===== src/rtl/uart_cmd_sender.sv =====
// Host-side UART command engine for the bus bridge: serializes read/write commands
// as 8N1 bytes on tx and collects the 4-byte read response from rx.
module uart_cmd_sender #(
    parameter int unsigned INPUT_CLOCK  = 50000000,
    parameter int unsigned UART_BAUD    = 9600,
    parameter int unsigned GAP_BITS     = 1,
    parameter int unsigned TIMEOUT_BITS = 64
) (
    input  logic        clk,
    input  logic        rst,
    input  logic        cmd_valid,
    output logic        cmd_ready,
    input  logic        cmd_write,
    input  logic [31:0] cmd_addr,
    input  logic [31:0] cmd_data,
    output logic        tx,
    input  logic        rx,
    output logic        rsp_valid,
    output logic [31:0] rsp_data,
    output logic        rsp_err,
    output logic        busy
);

    localparam int unsigned CLOCKS_BETWEEN_BITS = INPUT_CLOCK / UART_BAUD;
    localparam int unsigned TIMEOUT_CYCLES      = TIMEOUT_BITS * CLOCKS_BETWEEN_BITS;
    localparam int unsigned BW = (CLOCKS_BETWEEN_BITS > 2) ? $clog2(CLOCKS_BETWEEN_BITS) : 1;
    localparam int unsigned TW = (TIMEOUT_CYCLES > 2) ? $clog2(TIMEOUT_CYCLES) : 1;
    localparam int unsigned GW = (GAP_BITS > 2) ? $clog2(GAP_BITS) : 1;

    localparam logic [BW-1:0] BIT_RELOAD  = BW'(CLOCKS_BETWEEN_BITS - 1);
    localparam logic [BW-1:0] HALF_RELOAD = BW'(CLOCKS_BETWEEN_BITS / 2 - 1);
    localparam logic [TW-1:0] TO_RELOAD   = TW'(TIMEOUT_CYCLES - 1);
    localparam logic [GW-1:0] GAP_RELOAD  = GW'(GAP_BITS - 1);

    localparam logic [3:0] S_IDLE     = 4'd0;
    localparam logic [3:0] S_TX_START = 4'd1;
    localparam logic [3:0] S_TX_DATA  = 4'd2;
    localparam logic [3:0] S_TX_STOP  = 4'd3;
    localparam logic [3:0] S_TX_GAP   = 4'd4;
    localparam logic [3:0] S_RX_WAIT  = 4'd5;
    localparam logic [3:0] S_RX_DATA  = 4'd6;
    localparam logic [3:0] S_RX_STOP  = 4'd7;
    localparam logic [3:0] S_DONE     = 4'd8;

    logic [3:0]    r_state;
    logic [BW-1:0] r_bit_cnt;
    logic [2:0]    r_bit_idx;
    logic [3:0]    r_byte_idx;
    logic [GW-1:0] r_gap_cnt;
    logic [TW-1:0] r_to_cnt;
    logic          r_write;
    logic [31:0]   r_addr;
    logic [31:0]   r_data;
    logic [7:0]    r_shift;
    logic          r_rx_s1;
    logic          r_rx_s2;
    logic          r_rx_prev;
    logic          r_started;
    logic          r_tx;
    logic          r_cmd_ready;
    logic          r_busy;
    logic          r_rsp_valid;
    logic [31:0]   r_rsp_data;
    logic          r_rsp_err;

    logic [7:0]    w_tx_byte;
    logic          w_last_byte;
    logic          w_bit_done;
    logic          w_rx_fall;

    always_comb begin
        w_tx_byte = '0;
        case (r_byte_idx)
            4'd0:    w_tx_byte = r_write ? 8'h56 : 8'h55;
            4'd1:    w_tx_byte = r_addr[7:0];
            4'd2:    w_tx_byte = r_addr[15:8];
            4'd3:    w_tx_byte = r_addr[23:16];
            4'd4:    w_tx_byte = r_addr[31:24];
            4'd5:    w_tx_byte = r_data[7:0];
            4'd6:    w_tx_byte = r_data[15:8];
            4'd7:    w_tx_byte = r_data[23:16];
            4'd8:    w_tx_byte = r_data[31:24];
            default: w_tx_byte = '0;
        endcase
    end

    assign w_last_byte = r_write ? (r_byte_idx == 4'd8) : (r_byte_idx == 4'd4);
    assign w_bit_done  = (r_bit_cnt == '0);
    assign w_rx_fall   = r_rx_prev & ~r_rx_s2;

    always_ff @(posedge clk or posedge rst) begin
        if (rst) begin
            r_state     <= S_IDLE;
            r_bit_cnt   <= '0;
            r_bit_idx   <= '0;
            r_byte_idx  <= '0;
            r_gap_cnt   <= '0;
            r_to_cnt    <= '0;
            r_write     <= 1'b0;
            r_addr      <= '0;
            r_data      <= '0;
            r_shift     <= '0;
            r_rx_s1     <= 1'b1;
            r_rx_s2     <= 1'b1;
            r_rx_prev   <= 1'b1;
            r_started   <= 1'b0;
            r_tx        <= 1'b1;
            r_cmd_ready <= 1'b0;
            r_busy      <= 1'b0;
            r_rsp_valid <= 1'b0;
            r_rsp_data  <= '0;
            r_rsp_err   <= 1'b0;
        end else begin
            r_rx_s1     <= rx;
            r_rx_s2     <= r_rx_s1;
            r_rx_prev   <= r_rx_s2;
            r_rsp_valid <= 1'b0;

            case (r_state)
                S_IDLE: begin
                    r_cmd_ready <= 1'b1;
                    if (cmd_valid && r_cmd_ready) begin
                        r_write     <= cmd_write;
                        r_addr      <= cmd_addr;
                        r_data      <= cmd_data;
                        r_cmd_ready <= 1'b0;
                        r_busy      <= 1'b1;
                        r_rsp_data  <= '0;
                        r_rsp_err   <= 1'b0;
                        r_byte_idx  <= '0;
                        r_tx        <= 1'b0;
                        r_bit_cnt   <= BIT_RELOAD;
                        r_state     <= S_TX_START;
                    end
                end

                S_TX_START: begin
                    if (w_bit_done) begin
                        r_tx      <= w_tx_byte[0];
                        r_shift   <= {1'b0, w_tx_byte[7:1]};
                        r_bit_idx <= '0;
                        r_bit_cnt <= BIT_RELOAD;
                        r_state   <= S_TX_DATA;
                    end else begin
                        r_bit_cnt <= r_bit_cnt - BW'(1);
                    end
                end

                S_TX_DATA: begin
                    if (w_bit_done) begin
                        r_bit_cnt <= BIT_RELOAD;
                        if (r_bit_idx == 3'd7) begin
                            r_tx    <= 1'b1;
                            r_state <= S_TX_STOP;
                        end else begin
                            r_tx      <= r_shift[0];
                            r_shift   <= {1'b0, r_shift[7:1]};
                            r_bit_idx <= r_bit_idx + 3'd1;
                        end
                    end else begin
                        r_bit_cnt <= r_bit_cnt - BW'(1);
                    end
                end

                S_TX_STOP: begin
                    if (w_bit_done) begin
                        r_bit_cnt <= BIT_RELOAD;
                        if (w_last_byte) begin
                            if (r_write) begin
                                r_rsp_valid <= 1'b1;
                                r_state     <= S_DONE;
                            end else begin
                                r_byte_idx <= '0;
                                r_to_cnt   <= TO_RELOAD;
                                r_started  <= 1'b0;
                                r_state    <= S_RX_WAIT;
                            end
                        end else begin
                            r_byte_idx <= r_byte_idx + 4'd1;
                            if (GAP_BITS == 0) begin
                                r_tx    <= 1'b0;
                                r_state <= S_TX_START;
                            end else begin
                                r_gap_cnt <= GAP_RELOAD;
                                r_state   <= S_TX_GAP;
                            end
                        end
                    end else begin
                        r_bit_cnt <= r_bit_cnt - BW'(1);
                    end
                end

                S_TX_GAP: begin
                    if (w_bit_done) begin
                        r_bit_cnt <= BIT_RELOAD;
                        if (r_gap_cnt == '0) begin
                            r_tx    <= 1'b0;
                            r_state <= S_TX_START;
                        end else begin
                            r_gap_cnt <= r_gap_cnt - GW'(1);
                        end
                    end else begin
                        r_bit_cnt <= r_bit_cnt - BW'(1);
                    end
                end

                // Start-bit verification runs inside RX_WAIT so a rejected glitch
                // resumes the same, still-running timeout for this byte.
                S_RX_WAIT: begin
                    if (r_to_cnt != '0) begin
                        r_to_cnt <= r_to_cnt - TW'(1);
                    end
                    if (r_started) begin
                        if (w_bit_done) begin
                            r_started <= 1'b0;
                            if (!r_rx_s2) begin
                                r_bit_idx <= '0;
                                r_bit_cnt <= BIT_RELOAD;
                                r_state   <= S_RX_DATA;
                            end
                        end else begin
                            r_bit_cnt <= r_bit_cnt - BW'(1);
                        end
                    end else if (r_to_cnt == '0) begin
                        r_rsp_err   <= 1'b1;
                        r_rsp_valid <= 1'b1;
                        r_state     <= S_DONE;
                    end else if (w_rx_fall) begin
                        r_started <= 1'b1;
                        r_bit_cnt <= HALF_RELOAD;
                    end
                end

                S_RX_DATA: begin
                    if (w_bit_done) begin
                        r_shift   <= {r_rx_s2, r_shift[7:1]};
                        r_bit_cnt <= BIT_RELOAD;
                        if (r_bit_idx == 3'd7) begin
                            r_state <= S_RX_STOP;
                        end else begin
                            r_bit_idx <= r_bit_idx + 3'd1;
                        end
                    end else begin
                        r_bit_cnt <= r_bit_cnt - BW'(1);
                    end
                end

                S_RX_STOP: begin
                    if (w_bit_done) begin
                        if (!r_rx_s2) begin
                            r_rsp_err   <= 1'b1;
                            r_rsp_valid <= 1'b1;
                            r_state     <= S_DONE;
                        end else begin
                            r_rsp_data[{r_byte_idx[1:0], 3'b000} +: 8] <= r_shift;
                            if (r_byte_idx == 4'd3) begin
                                r_rsp_valid <= 1'b1;
                                r_state     <= S_DONE;
                            end else begin
                                r_byte_idx <= r_byte_idx + 4'd1;
                                r_to_cnt   <= TO_RELOAD;
                                r_started  <= 1'b0;
                                r_state    <= S_RX_WAIT;
                            end
                        end
                    end else begin
                        r_bit_cnt <= r_bit_cnt - BW'(1);
                    end
                end

                S_DONE: begin
                    r_busy      <= 1'b0;
                    r_cmd_ready <= 1'b1;
                    r_state     <= S_IDLE;
                end

                default: begin
                    r_state <= S_IDLE;
                end
            endcase
        end
    end

    assign cmd_ready = r_cmd_ready;
    assign tx        = r_tx;
    assign rsp_valid = r_rsp_valid;
    assign rsp_data  = r_rsp_data;
    assign rsp_err   = r_rsp_err;
    assign busy      = r_busy;

endmodule


===== config.mk =====
export PLATFORM = sky130hd
export DESIGN_NAME = uart_cmd_sender
export DESIGN_NICKNAME = d
export VERILOG_FILES = /design/src/rtl/uart_cmd_sender.sv
export SDC_FILE = /design/constraint.sdc
export NUM_CORES = 1
export LEC_CHECK = 0
export ABC_AREA = 1
export CAP_MARGIN = 10
export CELL_PAD_IN_SITES_DETAIL_PLACEMENT = 2
export CELL_PAD_IN_SITES_GLOBAL_PLACEMENT = 2
export CORE_ASPECT_RATIO = 2
export CORE_MARGIN = 8
export CORE_UTILIZATION = 35
export DETAILED_ROUTE_END_ITERATION = 16
export GPL_ROUTABILITY_DRIVEN = 0
export GPL_TIMING_DRIVEN = 0
export PLACE_DENSITY = 0.92
export SETUP_SLACK_MARGIN = 0.15
export SLEW_MARGIN = 0
export SYNTH_ARGS = -nofsm -noshare
export SYNTH_HDL_FRONTEND = slang
export SYNTH_SLANG_ARGS = --single-unit

===== constraint.sdc =====
create_clock -name clk -period 13.05 [get_ports clk]
set_clock_uncertainty 0.1 [all_clocks]
set_input_delay 1.305 -clock clk [delete_from_list [all_inputs] [get_ports clk]]
set_output_delay 1.305 -clock clk [all_outputs]
set_load 0.05 [all_outputs]

==> flow_metrics.env <==
export IMPL_final_util_pct=44.3
export IMPL_yosys_area_share_simple_pct=34.4
export IMPL_crit_required_ns=11.64
export IMPL_nFillCells=2779
export IMPL_instances_no_fill=1561
export IMPL_powerDensity_nw_per_um2=211
export IMPL_cts_buffers=17
export IMPL_layout_common_cells="460 x nand2_1, 153 x dfrtp_1, 105 x clkdlybuf4s50_1, 96 x nor2_1, 77 x nand3_1"
export IMPL_status="finished clean"
export IMPL_ys_types=42
export IMPL_wl_met3_um=796
export IMPL_timing_fmax_mhz=311
export IMPL_numClockSinks=157
export IMPL_timing_final_crit_share_pct=24.7
export IMPL_die_y_um=236
export IMPL_cts_tree="yes"
export IMPL_crit_fanout=2
export IMPL_grt_max_degree=125
export IMPL_max_cap_viol_count=0
export IMPL_n_antenna_cell=0
export IMPL_final_net_count=1342
export IMPL_cp_num_buf_inv=1
export IMPL_clk_latency_ns=0.46
export IMPL_die_w_um=126
export IMPL_synthCells=1136
export IMPL_top_layer_used="met4"
export IMPL_tns_ns=0
export IMPL_clk_pin_slew_ns=0.07
export IMPL_worstPathArrival_ns=1.81
export IMPL_wl_per_cell_um=22.5
export IMPL_grt_pass1_wl_um=55800
export IMPL_wl_met1_um=11100
export IMPL_dieArea_sq_um=29800
export IMPL_port_buffers=105
export IMPL_vias=8406
export IMPL_avgSynthCellArea_sq_um=7.48
export IMPL_post_cts_setup_buffers=0
export IMPL_synth_seq_cells=157
export IMPL_worstPathCellList="clkdlybuf4s50_1"
export IMPL_h_tree_depth=4
export IMPL_drive_above_1_share_pct=9.18
export IMPL_hold_worst_slack_ns=0.258
export IMPL_root_buffer="clkbuf_16"
export IMPL_drt_iter0_markers=402
export IMPL_synth_edf_count=0
export IMPL_grt_pass1_vias=10048
export IMPL_syn_num_nets=1217
export IMPL_dpl_hpwl_um=25700
export IMPL_synth_fa_ha_area_share_pct=1.77
export IMPL_crit_type="register to output port"
export IMPL_fin_ws_ns=9.83
export IMPL_ir_drop_mv=0.105
export IMPL_total_leakage_power_nw=5.07
export IMPL_drc_errors=0
export IMPL_dp_cells=1529
export IMPL_core_sq_um=23800
export IMPL_relSlewSlack_pct=26.3
export IMPL_period_minus_slack_ns=3.22
export IMPL_synth_top_family_by_area="simple AND/OR/NAND/NOR gates"
export IMPL_setup_viol=0
export IMPL_rsz0062_at_grt="no"
export IMPL_detail_route_antenna_nets=0
export IMPL_gr_total_overflow=0
export IMPL_layout_commonest_cell="nand2_1"
export IMPL_critical_path_top_delay_family="buffers and inverters"
export IMPL_syn_area_sq_um=8500
export IMPL_place_ws_ns=9.79
export IMPL_cts_hold_buf=0
export IMPL_track_usage_pct=24.4
export IMPL_syn_to_final_growth_pct=24.2
export IMPL_slew_viol_final=0
export IMPL_cts_resized=0
export IMPL_yosys_warnings=0
export IMPL_ios=106
export IMPL_worst_slew_pin_slew_ns=1.10
export IMPL_wl_met2_um=20900
export IMPL_routed_wl_um=35200
export IMPL_synth_main_ff_cell="dfrtp_1"
export IMPL_rows=80
export IMPL_synthXorXnorAreaFrac_pct=2.16
export IMPL_synthArstFlopShare_pct=100
export IMPL_viasPerCell=5.39
export IMPL_antenna_found_initial=0
export IMPL_synth_compound_area_share_pct=9.25
export IMPL_hp_class="register to register"
export IMPL_seq_area_frac_synth_pct=46.3
export IMPL_synth_mux_area_share_pct=0
export IMPL_critical_path_max_stage_delay_ns=0.81
export IMPL_first_pass_iters=4
export IMPL_hold_viol=0
export IMPL_start_util_pct=35.7
export IMPL_startpoint_type="register"
export IMPL_end_kind="output port"
export IMPL_slowest_stage="clkdlybuf4s50_1"
export IMPL_clockBufferDepth=2
report_power, final:
| group | internal, mW | switching [mW] |
|---|---|---|
| Clock | 0.307 | 0.232 |
| Combinational | 0.276 | 0.630 |
| Sequential | 0.640 | 0.139 |
| Total | 1.22 | 1.00 |
layer usage:
metal  vias up  GRT usage [%]
met5         -              0
met4         0           17.4
met3       109           3.84
met2       195           49.1
met1      4244           20.7
li1       3858              -
sequential cells by signal (all words and copies together) (netlist names):
register,flops
r_write,1
busy,1
rsp_valid,1
r_to_cnt,19
r_rx_s2,1
r_data,32
r_rx_s1,1
cmd_ready,1
r_state,4
r_bit_cnt,13
r_addr,32
rsp_err,1
r_bit_idx,3
r_shift,8
rsp_data,32
r_byte_idx,4
tx,1
r_started,1
r_rx_prev,1
synthesized netlist by cell type (all sizes together) (2+ instances only):
master	instances	area, sq um
dfstp	4	105
xnor2	5	43.8
o21ai	94	531
nor3	11	65.1
a21oi	31	155
ha	12	150
xor2	16	140
o22ai	3	18.8
dfrtp	153	3830
or2	2	12.5
inv	85	329
buf	16	126
nand4	14	87.6
clkbuf	12	45.0
nand2	471	1820
a31oi	2	18.8
nor2	111	488
clkinv	4	16.3
nand3	77	385
o211ai	3	36.3
nand3b	5	37.5
worst paths after layout:
| kind | start | endpoint | slack (ns) | cells past startpoint |
|---|---|---|---|---|
| min reg2reg | r_rx_s1 | r_rx_s2 | 0.26 | 0 |
| max in group asynchronous | rst | r_bit_cnt[5] | 10.75 | 3 |
| min | r_rx_s1 | r_rx_s2 | 0.26 | 0 |
| min in group asynchronous | rst | r_addr[7] | 1.12 | 2 |
| max | tx | tx | 9.83 | 1 |
| max reg2reg | r_byte_idx[0] | r_byte_idx[0] | 9.91 | 9 |
cell type report:
type	instances	area [sq um]	share of cell area, %
Multi-Input combinational cell	862	4050	38.3
Sequential cell	157	3930	37.3
Timing Repair Buffer	106	1080	10.2
Clock buffer	19	443	4.20
Tap cell	287	359	3.40
Inverter	89	353	3.34
Buffer	28	171	1.62
Clock inverter	13	165	1.57
cells by family (layout without fill, tap and decap cells):
group / after synthesis / count (layout)
simple gates: 694 / 694
buf+inv: 117 / 255
xor+xnor: 21 / 21
fa+ha+maj: 12 / 12
compound gates: 135 / 135
flops: 157 / 157
metrics by stage:
stage / instance area (sq um) / power, mW
final: 10500 / 2.22
after global routing: 10500 / 2.36
after CTS: 10500 / 2.24
after detailed placement: 9940 / 1.66
after global placement: 9910 / 1.60
after floorplan: 8500 / 1.34
(Power assumes the default switching activity.)
